$ cat src/rtl/mod12_event_monitor.sv
// mod12_event_monitor
//   Checks a mod-12 up/down counter against the controls that drove it and
//   classifies every transition as STEP, LOAD, WRAP_UP, WRAP_DN, ERR or RANGE.
//   Wraps feed a net epoch counter. Every non-STEP transition is queued in a
//   first-word-fall-through event FIFO with a valid/ready head.
// Ports:
//   clk, rst                  clock, asynchronous active-high reset
//   en                        monitor enable (0 suspends checking, drops history)
//   cnt_in, load_in,
//   datain_in, mode_in        counter output and the controls applied this cycle
//   wrap_cnt, wrap_ovf        net epoch count and its sticky rollover flag
//   err, err_cnt              sticky error flag and saturating error count
//   evt_valid, evt_ready,
//   evt_data                  FIFO head handshake; data = {type, dir, cnt}
//   evt_drop                  sticky; an event was lost to a full FIFO
module mod12_event_monitor #(
  parameter int unsigned FIFO_DEPTH = 4,
  parameter int unsigned WRAP_W     = 8
) (
  input  logic              clk,
  input  logic              rst,
  input  logic              en,
  input  logic [3:0]        cnt_in,
  input  logic              load_in,
  input  logic [3:0]        datain_in,
  input  logic              mode_in,
  output logic [WRAP_W-1:0] wrap_cnt,
  output logic              wrap_ovf,
  output logic              err,
  output logic [7:0]        err_cnt,
  output logic              evt_valid,
  input  logic              evt_ready,
  output logic [7:0]        evt_data,
  output logic              evt_drop
);

  localparam int unsigned AW = $clog2(FIFO_DEPTH);
  localparam logic [AW:0] FULL_CNT = (AW+1)'(FIFO_DEPTH);

  typedef enum logic [2:0] {
    EVT_STEP    = 3'b000,
    EVT_LOAD    = 3'b001,
    EVT_WRAP_UP = 3'b010,
    EVT_WRAP_DN = 3'b011,
    EVT_RANGE   = 3'b110,
    EVT_ERR     = 3'b111
  } evt_type_t;

  // History of the previous enabled cycle
  logic [3:0] prev_cnt;
  logic       prev_load;
  logic [3:0] prev_datain;
  logic       prev_mode;
  logic       prev_vld;

  // Event FIFO
  logic [7:0]    mem [FIFO_DEPTH];
  logic [AW-1:0] wr_ptr;
  logic [AW-1:0] rd_ptr;
  logic [AW:0]   fifo_cnt;

  logic       load_taken;
  logic [3:0] exp_cnt;
  evt_type_t  evt_type;
  logic       push;
  logic       pop;
  logic       push_ok;
  logic [7:0] evt_word;

  always_comb begin
    load_taken = prev_load && (prev_datain < 4'd12);
    if (load_taken)
      exp_cnt = prev_datain;
    else if (prev_mode)
      exp_cnt = (prev_cnt == 4'd11) ? 4'd0 : prev_cnt + 4'd1;
    else
      exp_cnt = (prev_cnt == 4'd0) ? 4'd11 : prev_cnt - 4'd1;

    evt_type = EVT_STEP;
    if (en && prev_vld) begin
      if (cnt_in > 4'd11)                      evt_type = EVT_RANGE;
      else if (cnt_in != exp_cnt)              evt_type = EVT_ERR;
      else if (load_taken)                     evt_type = EVT_LOAD;
      else if (prev_mode && prev_cnt == 4'd11) evt_type = EVT_WRAP_UP;
      else if (!prev_mode && prev_cnt == 4'd0) evt_type = EVT_WRAP_DN;
    end

    evt_word = {evt_type, prev_mode, cnt_in};
    push     = (evt_type != EVT_STEP);
    pop      = evt_valid && evt_ready;
    // A full FIFO still accepts a push when the head leaves in the same cycle
    push_ok  = push && ((fifo_cnt != FULL_CNT) || pop);
  end

  always_ff @(posedge clk or posedge rst) begin
    if (rst) begin
      prev_cnt    <= '0;
      prev_load   <= 1'b0;
      prev_datain <= '0;
      prev_mode   <= 1'b0;
      prev_vld    <= 1'b0;
    end else if (en) begin
      prev_cnt    <= cnt_in;
      prev_load   <= load_in;
      prev_datain <= datain_in;
      prev_mode   <= mode_in;
      prev_vld    <= 1'b1;
    end else begin
      prev_vld    <= 1'b0;
    end
  end

  always_ff @(posedge clk or posedge rst) begin
    if (rst) begin
      wrap_cnt <= '0;
      wrap_ovf <= 1'b0;
      err      <= 1'b0;
      err_cnt  <= '0;
    end else begin
      case (evt_type)
        EVT_WRAP_UP: begin
          wrap_cnt <= wrap_cnt + WRAP_W'(1);
          if (wrap_cnt == '1) wrap_ovf <= 1'b1;
        end
        EVT_WRAP_DN: begin
          wrap_cnt <= wrap_cnt - WRAP_W'(1);
          if (wrap_cnt == '0) wrap_ovf <= 1'b1;
        end
        EVT_ERR, EVT_RANGE: begin
          err <= 1'b1;
          if (err_cnt != '1) err_cnt <= err_cnt + 8'd1;
        end
        default: ;
      endcase
    end
  end

  always_ff @(posedge clk or posedge rst) begin
    if (rst) begin
      for (int unsigned i = 0; i < FIFO_DEPTH; i++) mem[i] <= '0;
      wr_ptr   <= '0;
      rd_ptr   <= '0;
      fifo_cnt <= '0;
      evt_drop <= 1'b0;
    end else begin
      if (push_ok) begin
        mem[wr_ptr] <= evt_word;
        wr_ptr      <= wr_ptr + AW'(1);
      end
      if (push && !push_ok) evt_drop <= 1'b1;
      if (pop) rd_ptr <= rd_ptr + AW'(1);
      case ({push_ok, pop})
        2'b10:   fifo_cnt <= fifo_cnt + (AW+1)'(1);
        2'b01:   fifo_cnt <= fifo_cnt - (AW+1)'(1);
        default: ;
      endcase
    end
  end

  assign evt_valid = (fifo_cnt != '0);
  assign evt_data  = mem[rd_ptr];

endmodule

$ cat config.mk
export PLATFORM = sky130hd
export DESIGN_NAME = mod12_event_monitor
export DESIGN_NICKNAME = d
export VERILOG_FILES = /design/src/rtl/mod12_event_monitor.sv
export SDC_FILE = /design/constraint.sdc
export NUM_CORES = 1
export LEC_CHECK = 0
export CAP_MARGIN = 20
export CORE_ASPECT_RATIO = 1.1
export CORE_MARGIN = 4
export CORE_UTILIZATION = 50
export DETAILED_ROUTE_END_ITERATION = 7
export PLACE_DENSITY = 0.82
export REMOVE_ABC_BUFFERS = 1
export SLEW_MARGIN = 30
export SYNTH_ARGS = -nofsm -noshare
export SYNTH_HDL_FRONTEND = slang
export SYNTH_SLANG_ARGS = --single-unit
export TNS_END_PERCENT = 30
$ cat constraint.sdc
create_clock -name clk -period 5.38 [get_ports clk]
set_clock_uncertainty 0.2 [all_clocks]
set_input_delay 0.807 -clock clk [delete_from_list [all_inputs] [get_ports clk]]
set_output_delay 0.807 -clock clk [all_outputs]
set_load 0.005 [all_outputs]
==> results_tabular.tex <==
\begin{tabular}{lr}
\hline
Metric & Value \\
\hline
\multicolumn{2}{l}{\textbf{Route}} \\
Antenna Nets Post-Route & 0 \\
DR DRC count & 0 \\
TritonRoute pass-1 iters & 4 \\
Vias/cell & 5.73 \\
Number of vias after detailed routing & 2,666 \\
Per-cell routed wire length & 16.6 µm \\
Total wirelength of the detailed-routed design & 7700 µm \\
Drt first-iter violations & 157 \\
\multicolumn{2}{l}{\textbf{Finish}} \\
Final cell count without fillers & 465 \\
Layout area overhead & 17.0\% \\
Area of combinational cells with multiple inputs & 0.00193 mm² \\
NumNets Final & 404 \\
Ratio of cells with drive above 1 in the final layout & 11.6\% \\
Register area & 0.00173 mm² \\
Diodes inserted & 0 \\
Fill count & 627 \\
Post-route standard cell area excluding fillers & 0.00443 mm² \\
\multicolumn{2}{l}{\textbf{Synthesis}} \\
Number of distinct standard cells referenced by the synthesized netlist & 57 \\
Number of synthesized flops with an enable pin & 0 \\
Area of the mapped netlist & 0.00379 mm² \\
Post-synthesis async set-or-reset flop share & 100\% \\
Count of yosys warnings during synthesis & 0 \\
Largest area contributor in the synthesized netlist & dfrtp\_1 \\
Most used flip-flop cell after synthesis & dfrtp\_1 \\
Yosys reg bits & 69 \\
Area contributors post-synth & dfrtp\_1 (46\%), mux2\_1 (6.2\%), mux4\_2 (4.8\%) \\
Sequential-to-total area share from yosys stat & 45.5\% \\
Synthesized area divided by synthesized cell count & 11.4 µm² \\
Dominant cell by count in the synthesized netlist & dfrtp\_1 \\
Proportion of netlist area held by the largest area contributor & 45.5\% \\
Number of standard cells after synthesis & 332 \\
Most used standard cells in the synthesized netlist & dfrtp\_1 (69), inv\_1 (21), mux2\_1 (21), nand2\_1 (21), xnor2\_1 (18) \\
\multicolumn{2}{l}{\textbf{Die}} \\
Die Y & 99.3 µm \\
Starting Density & 51.0\% \\
Die X & 91.0 µm \\
Full die area & 0.00904 mm² \\
I/O pins & 42 \\
Core ar. & 0.00743 mm² \\
Cell Rows & 33 \\
\multicolumn{2}{l}{\textbf{Run status}} \\
Status & complete, no violations \\
\multicolumn{2}{l}{\textbf{Placed design}} \\
Port Buffer Count & 41 \\
GP Congestion & 0.897 \\
Dpl hpwl & 5730 µm \\
Total instance count after detailed placement & 450 \\
Placement Cell Area & 0.00427 mm² \\
\multicolumn{2}{l}{\textbf{Flow run}} \\
Number of max-capacitance violations reported & 0 \\
\multicolumn{2}{l}{\textbf{STA}} \\
Timing-limited maximum frequency & 216 MHz \\
Final hold violations & 0 \\
Post-layout min period & 4620 ps \\
Setup total negative slack & 0 ps \\
Worst Tran Pin Value & 763 ps \\
Post-route clock period utilization & 85.9\% \\
Unrepaired setup endpoints after global routing & false \\
Final count of pins violating max slew & 0 \\
Final setup violation count & 0 \\
Worst slew margin relative to its limit & 49.1\% \\
\multicolumn{2}{l}{\textbf{GRT}} \\
Via count of the first global-routing pass & 2,738 \\
Remaining Overflow, GRT & 0 \\
Total GRT Usage & 18.4\% \\
Pin count of the biggest net entering global routing & 46 \\
Global-route wire length before repair & 13,200 µm \\
Initial antenna violation count & 0 \\
\multicolumn{2}{l}{\textbf{Power}} \\
Pwr per Cell Area & 438 mW/mm² \\
Worst voltage drop across the vdd grid & 221 µV \\
Pleak & 1.93 nW \\
Post-layout total power & 1.94 mW \\
\multicolumn{2}{l}{\textbf{Critical path}} \\
Category of the critical setup timing path & in -> reg \\
CP Capture Type & flip-flop \\
Slowest Stage Delay on Critical Path & 560 ps \\
Reg-to-reg setup timing slack & 970 ps \\
Worst path top cell family by delay & simple AND/OR/NAND/NOR gates \\
Buffers \& Inverters on Critical Path & 2 \\
CP arrival & 4680 ps \\
Startpoint of the most critical setup path & cnt\_in[0] \\
Reg-to-reg startpoint & prev\_cnt[0] \\
Startpoint class of the critical path & primary input \\
Critical Path Fanout Max & 8 \\
Cell with the biggest individual delay on the critical path & clkdlybuf4s50\_1 \\
Ordered list of cells on the worst path & clkdlybuf4s50\_1 -> nor2b\_1 -> or4\_1 -> o2bb2ai\_1 -> a31oi\_1 -> and3\_1 -> nand3\_1 -> inv\_1 -> ha\_1 -> a21o\_1 -> a211oi\_1 -> o21ai\_0 -> o211ai\_1 -> xnor2\_1 -> and4\_1 -> xor2\_1 \\
Worst Path Required & 5440 ps \\
\multicolumn{2}{l}{\textbf{Hold path}} \\
Start point of the worst min-delay path & wrap\_ovf \\
Worst hold path type & reg -> reg \\
\multicolumn{2}{l}{\textbf{Clock tree}} \\
Number of sinks on the clock net & 69 \\
Buffers inserted during post-CTS setup optimization & 0 \\
\# H-tree levels & 3 \\
Longest Clk Path Bufs & 2 \\
Number of gates given a new drive strength after cts & 0 \\
Clock latency of the later-clocked register in the worst-skew pair & 340 ps \\
Number of buffers inserted for hold repair after clock tree synthesis & 0 \\
Number of buffers created by CTS & 9 \\
Clock tree from TritonCTS & done \\
CTS Root Cell & clkbuf\_8 \\
Clock-pin slew on the worst setup and hold paths & 70 ps \\
\hline
\end{tabular}
[worst reg2reg max path, cell delays in order (launching register included)]
cell      delay, ps
dfrtp_1         440
inv_1           100
ha_1            250
or3b_1          400
a211o_1         360
a311oi_2        420
and3_1          270
nand3_1         120
inv_1           200
ha_1            270
a21o_1          200
a211oi_1        320
o21ai_0         150
o211ai_1        130
xnor2_1         140
and4_1          220
xor2_1          160
[registers in the layout (all words and copies together), names as in the netlist]
signal       cells
err              1
err_cnt          8
evt_drop         1
fifo_cnt         3
mem             32
prev_cnt         4
prev_datain      4
prev_load        1
prev_mode        1
prev_vld         1
rd_ptr           2
wr_ptr           2
wrap_cnt         8
wrap_ovf         1
[kinds of logic after synthesis]
family	after synthesis	share of synthesized area, %
AO/OA/AOI/OAI	62	12.0
buffers and inverters	34	3.63
AND/OR/NAND/NOR	85	12.3
multiplexers	42	15.2
XOR/XNOR	24	5.54
flip-flops	69	45.5
adder cells (fa/ha/maj)	16	5.68
[through the flow]
stage	worst slack (ps)	hold slack, ps	utilization (%)
floorplan	1500	245	-
global placement	666	239	57.5
detailed placement	462	244	57.5
CTS	805	259	59.6
global route	432	293	59.7
finish	759	256	59.7
[layout by cell type (no fill, tap or decap), types with 3 or more instances in the layout]
cell type        Yosys  layout
a21oi_2              3       3
a21o_1               9       9
buf_4                0       3
o211ai_1             4       4
ha_1                14      14
mux2i_1              3       3
xnor2_1             18      18
and2_1               7       7
or3_1                3       3
nand3_1              9       9
clkbuf_8             0      10
clkbuf_1            10       3
and3_1               4       4
dfrtp_1             69      69
xor2_1               6       6
mux2_1              21      21
o21ai_1              5       5
mux2_4               5       5
nand4_1              9       9
nand2_1             21      21
o21ai_0             13      13
mux4_2               8       8
a21oi_1              7       7
nor2_1              12      12
clkdlybuf4s50_1      0      41
mux2_2               5       5
a31o_1               4       4
nor4_1               3       3
a22o_1               3       3
nand2b_1             3       3
clkinv_2             0       3
inv_1               21      20
[layout make-up]
| type | instances | share of cell area, % |
|---|---|---|
| Tap cell | 87 | 2.45 |
| Clock buffer | 13 | 3.36 |
| Clock inverter | 2 | 0.226 |
| Timing Repair Buffer | 44 | 9.76 |
| Multi-Input combinational cell | 229 | 43.5 |
| Inverter | 21 | 1.81 |
| Sequential cell | 69 | 38.9 |
[path summary, 6_finish.rpt]
path                               endpoint  depth (start not counted)
worst min-delay path               wrap_ovf                          1
worst max-delay path            wrap_cnt[7]                         16
max in group asynchronous        err_cnt[2]                          3
worst min register to register     wrap_ovf                          1
worst max register to register  wrap_cnt[7]                         16
min in group asynchronous           mem[27]                          2
[report_power, final]
group | total (mW) | internal, mW | switching (mW)
Combinational | 0.722 | 0.452 | 0.270
Sequential | 0.863 | 0.700 | 0.163
Clock | 0.359 | 0.176 | 0.182
Total | 1.94 | 1.33 | 0.616
[metal layers]
metal  share of wire [%]  global-route usage (%)  vias up
li1                    -                       -     1285
met1                  45                    23.8     1308
met2                  49                    30.3       63
met4                 1.9                    8.24        0
met3                 4.1                    3.25       10
met5                   0                       0        -
Power figures use the tool's default switching activity.
==> RTL edit 1, RTL diff (config.mk and constraints unchanged) <==
`WRAP_W`: 8 -> 6.
--- a/src/rtl/mod12_event_monitor.sv
+++ b/src/rtl/mod12_event_monitor.sv
@@ -15,7 +15,7 @@
 //   evt_drop                  sticky; an event was lost to a full FIFO
 module mod12_event_monitor #(
   parameter int unsigned FIFO_DEPTH = 4,
-  parameter int unsigned WRAP_W     = 8
+  parameter int unsigned WRAP_W     = 6
 ) (
   input  logic              clk,
   input  logic              rst,
Ports: changed (resized wrap_cnt); port bits go from 42 to 40. The function was not compared with the original's and may differ.
==> RTL edit 1 against the original RTL <==
Non-clock buffer count fell by 3; power up 2.5%; synthesized area down 3.9%; wire length is 9.8% lower; first-iteration DRC count shrank 3.2%; sequential power fell by 1%; utilization grew 0.32 points; combinational power grew 5.8%; worst setup slack improved by 0.54 ns; critical path depth decreased by 1; cell area fell by 4.7%; die area is 3.5% lower; sequential cell count decreased by 2.
==> RTL edit 1: results (changes against the original RTL) <==
Parameter                              Value

Power
  Static leakage power ... 1.91 nW (-1.4%)
  Sequential power share ... 0.428 (-0.016)
  Power in combinational cells ... 0.764 mW (+5.8%)
  Switching power ... 0.643 mW (+4.4%)
  Pwr Total ... 1.99 mW (+2.5%)

Timing
  Hold slack ... 0.255 ns (-0.00129 ns)

Placement
  Post-place setup slack ... 0.999 ns (+0.537 ns)

Global routing
  GRT Util Overall ... 0.175 (-0.00873)
  Met3 track utilization from global routing ... 0.0390 (+0.00649)
  Pin count of the biggest net entering global routing ... 68 (+48%)
  Routing usage on met1 ... 0.237 (-0.000425)

Logic synthesis
  Adder-cell share of the synthesized area ... 0.0522 (-0.00459)
  Top cells by area in the synthesized netlist ... sky130_fd_sc_hd__dfrtp_1 (46%), sky130_fd_sc_hd__mux2_4 (6.2%), sky130_fd_sc_hd__mux4_2 (4.9%)
  Portion of netlist area occupied by mux cells ... 0.166 (+0.0137)
  Sequential-to-total area share from yosys stat ... 0.460 (+0.00456)
  Compound-cell area share of the yosys netlist ... 0.106 (-0.0137)
  Synth cell count leaders ... sky130_fd_sc_hd__dfrtp_1 (67), sky130_fd_sc_hd__nand2_1 (29), sky130_fd_sc_hd__inv_1 (19), sky130_fd_sc_hd__mux2_4 (15), sky130_fd_sc_hd__xnor2_1 (14)

Setup path
  Crit path largest cell delay ... 0.50 ns (-0.06 ns)
  Kind of start point of the critical path ... flip-flop
  Family with the most delay on the worst path ... compound AO/OA/AOI/OAI gates
  Arrival time of data at the critical path endpoint ... 4.11 ns (-0.57 ns)
  Setup crit end ... wrap_cnt[5]

Drt
  First-pass DRT Iterations ... 5 (+1)
  Drt wl/cell ... 16.2 µm (-2.0%)
  Number of DRC markers in iteration 0 ... 152 (-3.2%)
  Met3 wire length ... 267 µm (-15%)
  Total number of vias ... 2403 (-9.9%)

Outcome
  Run status ... complete, no violations

Final layout
  Largest registers ... mem (32), err_cnt (8), wrap_cnt (6)
  Share of layout cells above drive strength 1 ... 0.190 (+0.0731)
[RTL edit 1: cell types whose count changed after synthesis, sizes merged, moves of 4 or more]
cell   delta
o22ai     +5
nor2      -7
and3      +4
xnor2     -4
nand2     +8
buf       +5
a21oi     -7
o21ai     -8
nand3     -6
[RTL edit 1: logic make-up (layout without fill, tap and decap cells)]
logic type / after synthesis / in the layout
buf+inv: 35 / 76
xor+xnor: 20 / 20
fa+ha+maj: 14 / 14
compound gates: 46 / 46
mux: 41 / 41
simple gates: 79 / 79
flops: 67 / 67
[RTL edit 1: final cells by class]
class	count	area (µm²)	area share
tap	85	106	0.0252
timing repair buffer	41	405	0.0959
sequential	67	1680	0.397
clock inverter	6	40.0	0.00947
clock buffer	10	138	0.0326
multi-input combinational	200	1790	0.423
inverter	19	71.3	0.0169
==> RTL edit 2, RTL diff (same flow settings) <==
Made on the original files. Add an input register stage for `mode_in`, without a reset; this delays it by one clock. The other inputs are not delayed to match. Comments in the files are not updated.
--- a/src/rtl/mod12_event_monitor.sv
+++ b/src/rtl/mod12_event_monitor.sv
@@ -45,6 +45,12 @@
     EVT_RANGE   = 3'b110,
     EVT_ERR     = 3'b111
   } evt_type_t;
+
+  logic mode_q;
+
+  always_ff @(posedge clk) begin
+    mode_q <= mode_in;
+  end
 
   // History of the previous enabled cycle
   logic [3:0] prev_cnt;
@@ -103,7 +109,7 @@
       prev_cnt    <= cnt_in;
       prev_load   <= load_in;
       prev_datain <= datain_in;
-      prev_mode   <= mode_in;
+      prev_mode   <= mode_q;
       prev_vld    <= 1'b1;
     end else begin
       prev_vld    <= 1'b0;
Formal check against the unedited RTL: not equivalent (a bounded check fails within 4 cycles, from zero or initial values and one cycle with rst high).
==> RTL edit 2 against the original RTL <==
Sequential share of layout area down 0.61 points; die area increased by 1.3%; cell area up 2.8%; worst setup slack got worse by 0.12 ns; synthesized area up 1.4%; sequential cell count grew 1; synthesized cell count decreased by 1.8%; register-to-register slack worse by 0.15 ns; hold slack lost 0.017 ns; wire length grew 1.1%; power is 1.2% higher; via count up 1.9%; largest cell class unchanged; highest routed layer unchanged.
==> RTL edit 2: results (changes against the original RTL) <==
Parameter                              Value

Timing
  Slew of the pin with the lowest slew margin ... 0.851 ns (+0.0879 ns)
  Fin worst setup slack ... 0.637 ns (-0.123 ns)
  Hold slack ... 0.239 ns (-0.0171 ns)

Logic synthesis
  Sequential-to-total area share from yosys stat ... 0.454 (-0.00117)
  Async set-reset flop share out of synthesis ... 0.986 (-0.0143)
  Gate count after technology mapping ... 326 (-1.8%)
  Unique masters post-synth ... 56 (-1.8%)
  Top cells by area in the synthesized netlist ... sky130_fd_sc_hd__dfrtp_1 (45%), sky130_fd_sc_hd__mux2_2 (13%), sky130_fd_sc_hd__mux4_2 (4.7%)
  Synth cell count leaders ... sky130_fd_sc_hd__dfrtp_1 (69), sky130_fd_sc_hd__mux2_2 (44), sky130_fd_sc_hd__nand2_1 (22), sky130_fd_sc_hd__inv_1 (20)

Global routing
  Routing usage on met2 ... 0.296 (-0.00671)
  Routing usage on met1 ... 0.228 (-0.0101)
  GRT Util Overall ... 0.179 (-0.00410)
  Pin count of the biggest net entering global routing ... 70 (+52%)
  Global-route wire length before repair ... 13000 µm (-1.2%)
  Via count of the first global-routing pass ... 2751 (+0.47%)
  Met3 track utilization from global routing ... 0.0330 (+0.000457)

Outcome
  Run status ... complete, no violations

Final layout
  Number of nets at the end of the flow ... 398 (-1.5%)
  Area of all placed cells without fillers ... 4560 µm² (+2.8%)
  Final cell count without fillers ... 478 (+2.8%)
  Share of layout cells above drive strength 1 ... 0.228 (+0.111)
  Fill cell count ... 587 (-6.4%)

Placement
  Standard cell area after detailed placement ... 4350 µm² (+1.8%)
  Placed cell count ... 462 (+2.7%)
  Last weighted congestion value of the routability-driven placer ... 0.799 (-11%)
  Post-place setup slack ... 0.387 ns (-0.0751 ns)
  Post-DP HPWL ... 5530 µm (-3.5%)

Setup path
  Crit Path Max Fanout ... 12 (+4)
  Setup slack of the most critical reg-to-reg path ... 0.82 ns (-0.15 ns)
  Family with the most delay on the worst path ... compound AO/OA/AOI/OAI gates
  Arrival time of data at the critical path endpoint ... 4.79 ns (+0.11 ns)
  Count of cells along the worst register-to-register path ... 17 (+1)
  Crit path largest cell delay ... 0.73 ns (+0.17 ns)

Power
  Internal Power ... 1.34 mW (+1.3%)
  Seq. pwr ... 0.844 mW (-2%)
  Power in combinational cells ... 0.686 mW (-5.0%)
  Static leakage power ... 2.01 nW (+3.7%)
  Sequential power share ... 0.430 (-0.014)
  Worst-case vdd ir drop ... 194 µV (-12%)

Drt
  Number of DRC markers in iteration 0 ... 144 (-8.3%)
  Mean number of vias per cell ... 5.68 (-0.86%)
  First-pass DRT Iterations ... 6 (+2)
  DR DRC count ... 0 (unchanged)
  Total Wirelength ... 7790 µm (+1.1%)

Clock tree
  Post-CTS sizing ... 0 (unchanged)
  Buffer depth of the longest clock path ... 2 (unchanged)

Worst hold path
  Worst Hold Depth ... 2 (+1)
[RTL edit 2: metal layers]
metal  up-vias  wire [µm]
met1      1356       3400
met2        84       3890
met3        14        355
met4         0        142
met5         -          0
li1       1263          -
[RTL edit 2: worst paths after layout]
kind	startpoint	end
hold reg to reg	mode_q	prev_mode
max in group asynchronous	rst	prev_cnt[3]
min in group asynchronous	rst	wrap_cnt[7]
hold / removal	mode_q	prev_mode
setup reg to reg	prev_cnt[0]	wrap_cnt[7]
setup / recovery	cnt_in[3]	wrap_cnt[7]
[RTL edit 2: kinds of logic after synthesis]
group           Yosys count  synth area share
fa+ha+maj                16            0.0560
flops                    70             0.454
simple gates             87             0.121
compound gates           46             0.108
mux                      53             0.178
buf+inv                  33            0.0345
xor+xnor                 21            0.0478
[RTL edit 2: layout make-up]
class,count,share of cell area
tap,105,0.0288
clock buffer,9,0.0272
clock inverter,7,0.0178
inverter,20,0.0165
timing repair buffer,44,0.0950
sequential,70,0.383
multi-input combinational,223,0.431
